--- src/rtl/mem_access_stage.sv ---
// MEM pipeline stage: issues data-memory requests from the EX/MEM register,
// stalls upstream while an access is outstanding, and registers the result
// into the MEM/WB boundary. Misaligned accesses and bus timeouts retire as
// bubbles (no register write) and raise a one-cycle error pulse.
module mem_access_stage #(
  parameter int TIMEOUT = 16,  // max wait cycles in ACCESS; 0 disables
  parameter int CNT_W   = 5    // wait counter width, 2**CNT_W > TIMEOUT
) (
  input  logic        clock,
  input  logic        reset,
  input  logic        inRegWriteEn,
  input  logic [1:0]  inMemtoReg,
  input  logic        inMemWriteEn,
  input  logic        inMemReadEn,
  input  logic [31:0] inpcNext,
  input  logic [31:0] inAluResult,
  input  logic [31:0] inreadData2,
  input  logic [4:0]  inWBAddress,
  output logic        dmem_req,
  output logic        dmem_we,
  output logic [31:0] dmem_addr,
  output logic [31:0] dmem_wdata,
  input  logic [31:0] dmem_rdata,
  input  logic        dmem_ready,
  output logic        stall,
  output logic        outRegWriteEn,
  output logic [1:0]  outMemtoReg,
  output logic [31:0] outpcNext,
  output logic [31:0] outAluResult,
  output logic [31:0] outMemData,
  output logic [4:0]  outWBAddress,
  output logic        misalign_err,
  output logic        bus_err
);

  localparam logic [0:0] IDLE   = 1'b0;
  localparam logic [0:0] ACCESS = 1'b1;

  // Last wait count before the access is abandoned (unused when TIMEOUT==0).
  localparam logic [CNT_W-1:0] TO_LAST = CNT_W'((TIMEOUT > 0) ? TIMEOUT - 1 : 0);

  logic [0:0]       state;
  logic [0:0]       state_next;
  logic [CNT_W-1:0] count;

  logic memop;
  logic aligned;
  logic misalign_hit;
  logic timeout_hit;
  logic complete;

  assign memop   = inMemReadEn | inMemWriteEn;
  assign aligned = (inAluResult[1:0] == 2'b00);

  // Reset withdraws the request and stall immediately, even mid-access.
  assign timeout_hit  = reset && (state == ACCESS) && !dmem_ready &&
                        (TIMEOUT != 0) && (count == TO_LAST);
  assign dmem_req     = reset && ((state == ACCESS) || (memop && aligned));
  assign misalign_hit = (state == IDLE) && memop && !aligned;
  assign stall        = dmem_req && !dmem_ready && !timeout_hit;
  assign complete     = dmem_req && dmem_ready;

  // A read/write conflict resolves as a write.
  assign dmem_we    = dmem_req && inMemWriteEn;
  assign dmem_addr  = inAluResult;
  assign dmem_wdata = inreadData2;

  // Next-state selection for the IDLE/ACCESS handshake.
  always_comb begin
    // NOTE: default assignment first so every path drives state_next and no latch is inferred.
    state_next = state;
    case (state)
      IDLE:    if (dmem_req && !dmem_ready) state_next = ACCESS;
      ACCESS:  if (dmem_ready || timeout_hit) state_next = IDLE;
      default: state_next = IDLE;
    endcase
  end

  // State register and wait counter, synchronous active-low reset.
  always_ff @(posedge clock) begin
    // NOTE: sequential state uses non-blocking assignments so all flops update together at the edge.
    if (!reset) begin
      state <= IDLE;
      count <= '0;
    end else begin
      state <= state_next;
      if (state == IDLE)
        count <= '0;
      else if (stall)
        count <= count + 1'b1;
    end
  end

  // MEM/WB boundary: bubble while stalled, load (with error overrides) otherwise.
  always_ff @(posedge clock) begin
    if (!reset) begin
      outRegWriteEn <= 1'b0;
      outMemtoReg   <= '0;
      outpcNext     <= '0;
      outAluResult  <= '0;
      outMemData    <= '0;
      outWBAddress  <= '0;
      misalign_err  <= 1'b0;
      bus_err       <= 1'b0;
    end else if (stall) begin
      outRegWriteEn <= 1'b0;
      misalign_err  <= 1'b0;
      bus_err       <= 1'b0;
    end else begin
      outRegWriteEn <= inRegWriteEn && !misalign_hit && !timeout_hit;
      outMemtoReg   <= inMemtoReg;
      outpcNext     <= inpcNext;
      outAluResult  <= inAluResult;
      outMemData    <= (complete && !inMemWriteEn) ? dmem_rdata : '0;
      outWBAddress  <= inWBAddress;
      misalign_err  <= misalign_hit;
      bus_err       <= timeout_hit;
    end
  end

endmodule

--- config.mk ---
export PLATFORM = sky130hd
export DESIGN_NAME = mem_access_stage
export DESIGN_NICKNAME = d
export VERILOG_FILES = /design/src/rtl/mem_access_stage.sv
export SDC_FILE = /design/constraint.sdc
export NUM_CORES = 1
export LEC_CHECK = 0
export ABC_AREA = 1
export BUFFER_PORTS_ARGS = -buffer_cell sky130_fd_sc_hd__buf_4
export CORE_AREA = 2 2 121 123
export DETAILED_ROUTE_END_ITERATION = 12
export DIE_AREA = 0 0 123 125
export SLEW_MARGIN = 20
export SYNTH_ARGS = -nofsm -noshare
export SYNTH_HDL_FRONTEND = slang
export SYNTH_SLANG_ARGS = --single-unit
export TNS_END_PERCENT = 1
--- constraint.sdc ---
create_clock -name clock -period 3.1 [get_ports clock]
set_clock_uncertainty 0.2 [all_clocks]
set_input_delay 0.62 -clock clock [delete_from_list [all_inputs] [get_ports clock]]
set_output_delay 0.62 -clock clock [all_outputs]
set_load 0.01 [all_outputs]
-- Word-level counts from Yosys, hierarchy flattened
Cells that the tools add are included.
- bitwise operators: 3
- muxes and demuxes: 4
- add/subtract/negate cells: 1
- reduce and logical (&&, ||, !) cells: 24
- equal/unequal tests: 1
- operators with widths (operator ; count):
    $mux W32 ; 1
    $logic_and A1 B1 Y1 ; 14
    $add A5 B1 Y5 const B ; 1
    $eq A5 B4 Y1 const B ; 1
    $logic_not A1 Y1 ; 5
    $logic_not A2 Y1 ; 1
    $logic_or A1 B1 Y1 ; 2
    $mux W1 ; 2
    $not A1 Y1 ; 2
    $pmux W1 S2 ; 1
    $reduce_and A2 Y1 ; 1
    $reduce_or A2 Y1 ; 1
    $or A1 B1 Y1 ; 1
- input bits: 141
- output and inout port bits: 173
- register bits: 112

-- Depth between registers and ports, before layout
- word-level depth: 7
- mapped depth: 11
- depth with buffers taken out: 9

-- Least setup slack after synthesis
Ideal clock, no wire load.
- path type: reg2out
- from: register count[0]
- to: output port stall
- cell stages (with the launch flop): 10
- data required time: 2.280 ns
- arrival time: 1.510 ns
- path slack: 0.770 ns
- cells stage by stage: dfxtp_1 ha_1 inv_1 nor3_1 ha_1 a21oi_2 nand3_4 inv_4 buf_6 buf_6
- longest elaborated chain between the ends: 4
- RTL lines (what ; line ; RTL):
    from (decl) ; 44 ; logic [CNT_W-1:0] count;
    from (signal assigned) ; 90 ; count <= count + 1'b1;
    $eq A5 B4 Y1 ; 57 ; (TIMEOUT != 0) && (count == TO_LAST);
    $logic_and A1 B1 Y1 ; 57 ;
    $logic_not A1 Y1 ; 60 ; assign stall = dmem_req && !dmem_ready && !timeout_hit;
    $logic_and A1 B1 Y1 ; 60 ;
    to (decl) ; 25 ; output logic stall,
Every way passes these cells.

-- Worst setup path after layout
Ends and elaborated chain as after synthesis.

==> metrics <==
global-route wire length before repair 19.26 mm; Critical Path, Cell by Cell ha_1, inv_1, nor3_1, ha_1, a21oi_2, nand3_4, inv_4, buf_4; final wirelength 12.51 mm; Port Buffers 249; all-layer global routing usage 15.90%; Slowest-stage cell, CP dfxtp_1; die span in x 123 µm; CTS root buf clkbuf_16; R2R cell count 9; Max Fclk 382.7 MHz; final setup fails 0; Starting Density 31.55%; crit path max fanout 5; RSZ-0062 raised after global routing false; die area 15,380 µm²; Vias/cell 4.420; worst r2r dst outpcNext[11]; synthesized cell area 4482 µm²; synthesized flop and latch total 112; Overall Power 3.178 mW; largest net degree at the start of global routing 107; Yosys cell types 22; Clock Path Buffers 2; via count 4,119; Syn Area/Cell 7.822 µm²; DR WL/cell 13.42 µm; WP data arrival 1790 ps; Setup crit end stall; Final nets 886; measured slew at the worst slew-check pin 697.2 ps; post-DP HPWL 9.093 mm; Pins Over Slew Limit 0; Final Hold Vio Count 0; gr ovfl total 0; initial drt markers 155; first-pass iteration count of the detailed router 4; n_diodes 0; Worst IR Drop VDD 0.2971 mV; I/O pin cnt 314; post-layout util 44.18%; setup TNS 0 ps; cts bufs inserted 9; FP Rows 44; Worst slew margin 53.52%; CTS sink count 112; worst hold path type flip-flop to flip-flop; Max-Cap Viols 0; Post-CTS Setup Bufs 0; sequential area share after synthesis 50.03%; P&R area growth vs syn 40.01%; Die Ht 125 µm; CP startpoint kind flip-flop; # DRC 0; minimum clock period 2613 ps; clock edge transition at the registers on the reported setup and hold paths 70 ps; fraction of layout cells with a size suffix above 1 37.17%; GPL Wtd Cong 0.7621; Critical Path Stages 8; delay-heaviest family, CP adder cells; CP Class flip-flop to output port; cell mode on critical path ha_1; vias in the first global route 3,974; Post-Syn Instances 573; buffers and inverters on the worst path 3; H-tree levels 3; CORE AREA 14,200 µm²; reg2reg setup slack 760 ps; Final ANT Viol Nets 0; post_cts resized 0; worst r2r src count[0]; max incr delay on CP 350 ps; status completed; Lkg Pwr 3.087 nW; CP endpoint kind output port; CP Launch Point count[0]; Worst Path Required 2280 ps; P per Cell Area 506.5 nW/µm²; Synth Net Count 716; Clock Latency Late Sink 350 ps; Yosys Warn Count 0; Min Hold Slack 261.3 ps; number of hold buffers added after CTS 0; CTS tree built; Tcrit/Tclk final 84.29%; initial antenna violation count 1
## stage by stage
step	setup WS (ps)	area (µm²)	instances
after global routing	333.4	6275	932
after detailed placement	747.2	5969	916
after floorplan	770.4	4482	573
final	487.1	6275	932
after CTS	448.8	6275	932
after global placement	802.7	5969	916
## final cells by class
cell class,instances,area [µm²]
Fill cell,1461,7929
Sequential cell,112,2242
Timing Repair Buffer,253,1912
Multi-Input combinational cell,318,1399
Clock buffer,10,239.0
Tap cell,184,230.2
Inverter,49,186.4
Clock inverter,6,66.31
## per-layer routing
layer / vias up / routed length (µm) / track usage (%)
li1: 2060 / - / -
met1: 1868 / 4769 / 17.37
met2: 165 / 6224 / 27.30
met3: 26 / 1213 / 6.159
met4: 0 / 305 / 6.484
met5: - / 0 / 0
## state kept, by name, indices dropped and copies added, names as in the netlist
register,count
bus_err,1
count,5
outMemData,32
outAluResult,32
outMemtoReg,2
outRegWriteEn,1
state,1
outWBAddress,5
misalign_err,1
outpcNext,32
## synth_stat cells
master | n | share of area, %
inv_2 | 2 | 0.17
buf_2 | 7 | 0.78
ha_1 | 2 | 0.56
nor3_1 | 1 | 0.11
nor2_2 | 1 | 0.14
nand2_4 | 1 | 0.25
nand4_1 | 5 | 0.70
o21ai_0 | 73 | 8.2
nand3_1 | 4 | 0.45
nand3_4 | 1 | 0.39
nand2_1 | 42 | 3.5
nand2_2 | 2 | 0.28
inv_1 | 46 | 3.9
a21oi_1 | 2 | 0.22
a21oi_2 | 1 | 0.20
buf_4 | 66 | 11
dfxtp_1 | 112 | 50
o21ai_1 | 33 | 3.7
inv_4 | 1 | 0.14
clkbuf_1 | 15 | 1.3
buf_6 | 6 | 1.5
nor2_1 | 150 | 13
## cells by family after synthesis
logic type	synth area share [%]
fa+ha+maj	0.5583
flops	50.03
simple gates	18.40
buf+inv	18.76
compound gates	12.26
## worst min-delay path by stage
| stage | start | end | cells past startpoint |
|---|---|---|---|
| 2_1_floorplan | count[4] | count[4] | 2 |
| 3_3_place_gp | outMemData[24] | outMemData[24] | 2 |
| 3_5_place_dp | outMemData[28] | outMemData[28] | 2 |
| 4_1_cts | outMemData[13] | outMemData[13] | 2 |
| 5_1_grt | inpcNext[3] | outpcNext[3] | 3 |
| 6_report | outMemData[13] | outMemData[13] | 2 |
## power breakdown
part,total [mW],switching (mW),internal [mW],leakage (nW)
logic,0.443,0.203,0.241,2.01
clock network,1.19,0.540,0.652,0.153
registers,1.54,0.0355,1.51,0.923
total,3.18,0.779,2.40,3.09
## worst register-to-register path, stage by stage (launching register included)
cell	delay, ps
dfxtp_1	390
ha_1	190
inv_1	60
nor3_1	140
ha_1	210
a21oi_2	90
nand3_4	100
buf_4	580
o21ai_0	200
nor2_1	110
## placed cells by master (no fill, tap or decap), drive strengths merged
cell	Yosys	routed
buf	79	253
nor2	151	151
dfxtp	112	112
o21ai	106	106
inv	49	50
nand2	45	45
clkbuf	15	10
nand4	5	5
nand3	5	5
clkinv	0	4
a21oi	3	3
ha	2	2
nor3	1	1
bufinv	0	1
Power figures use the tool's default switching activity.
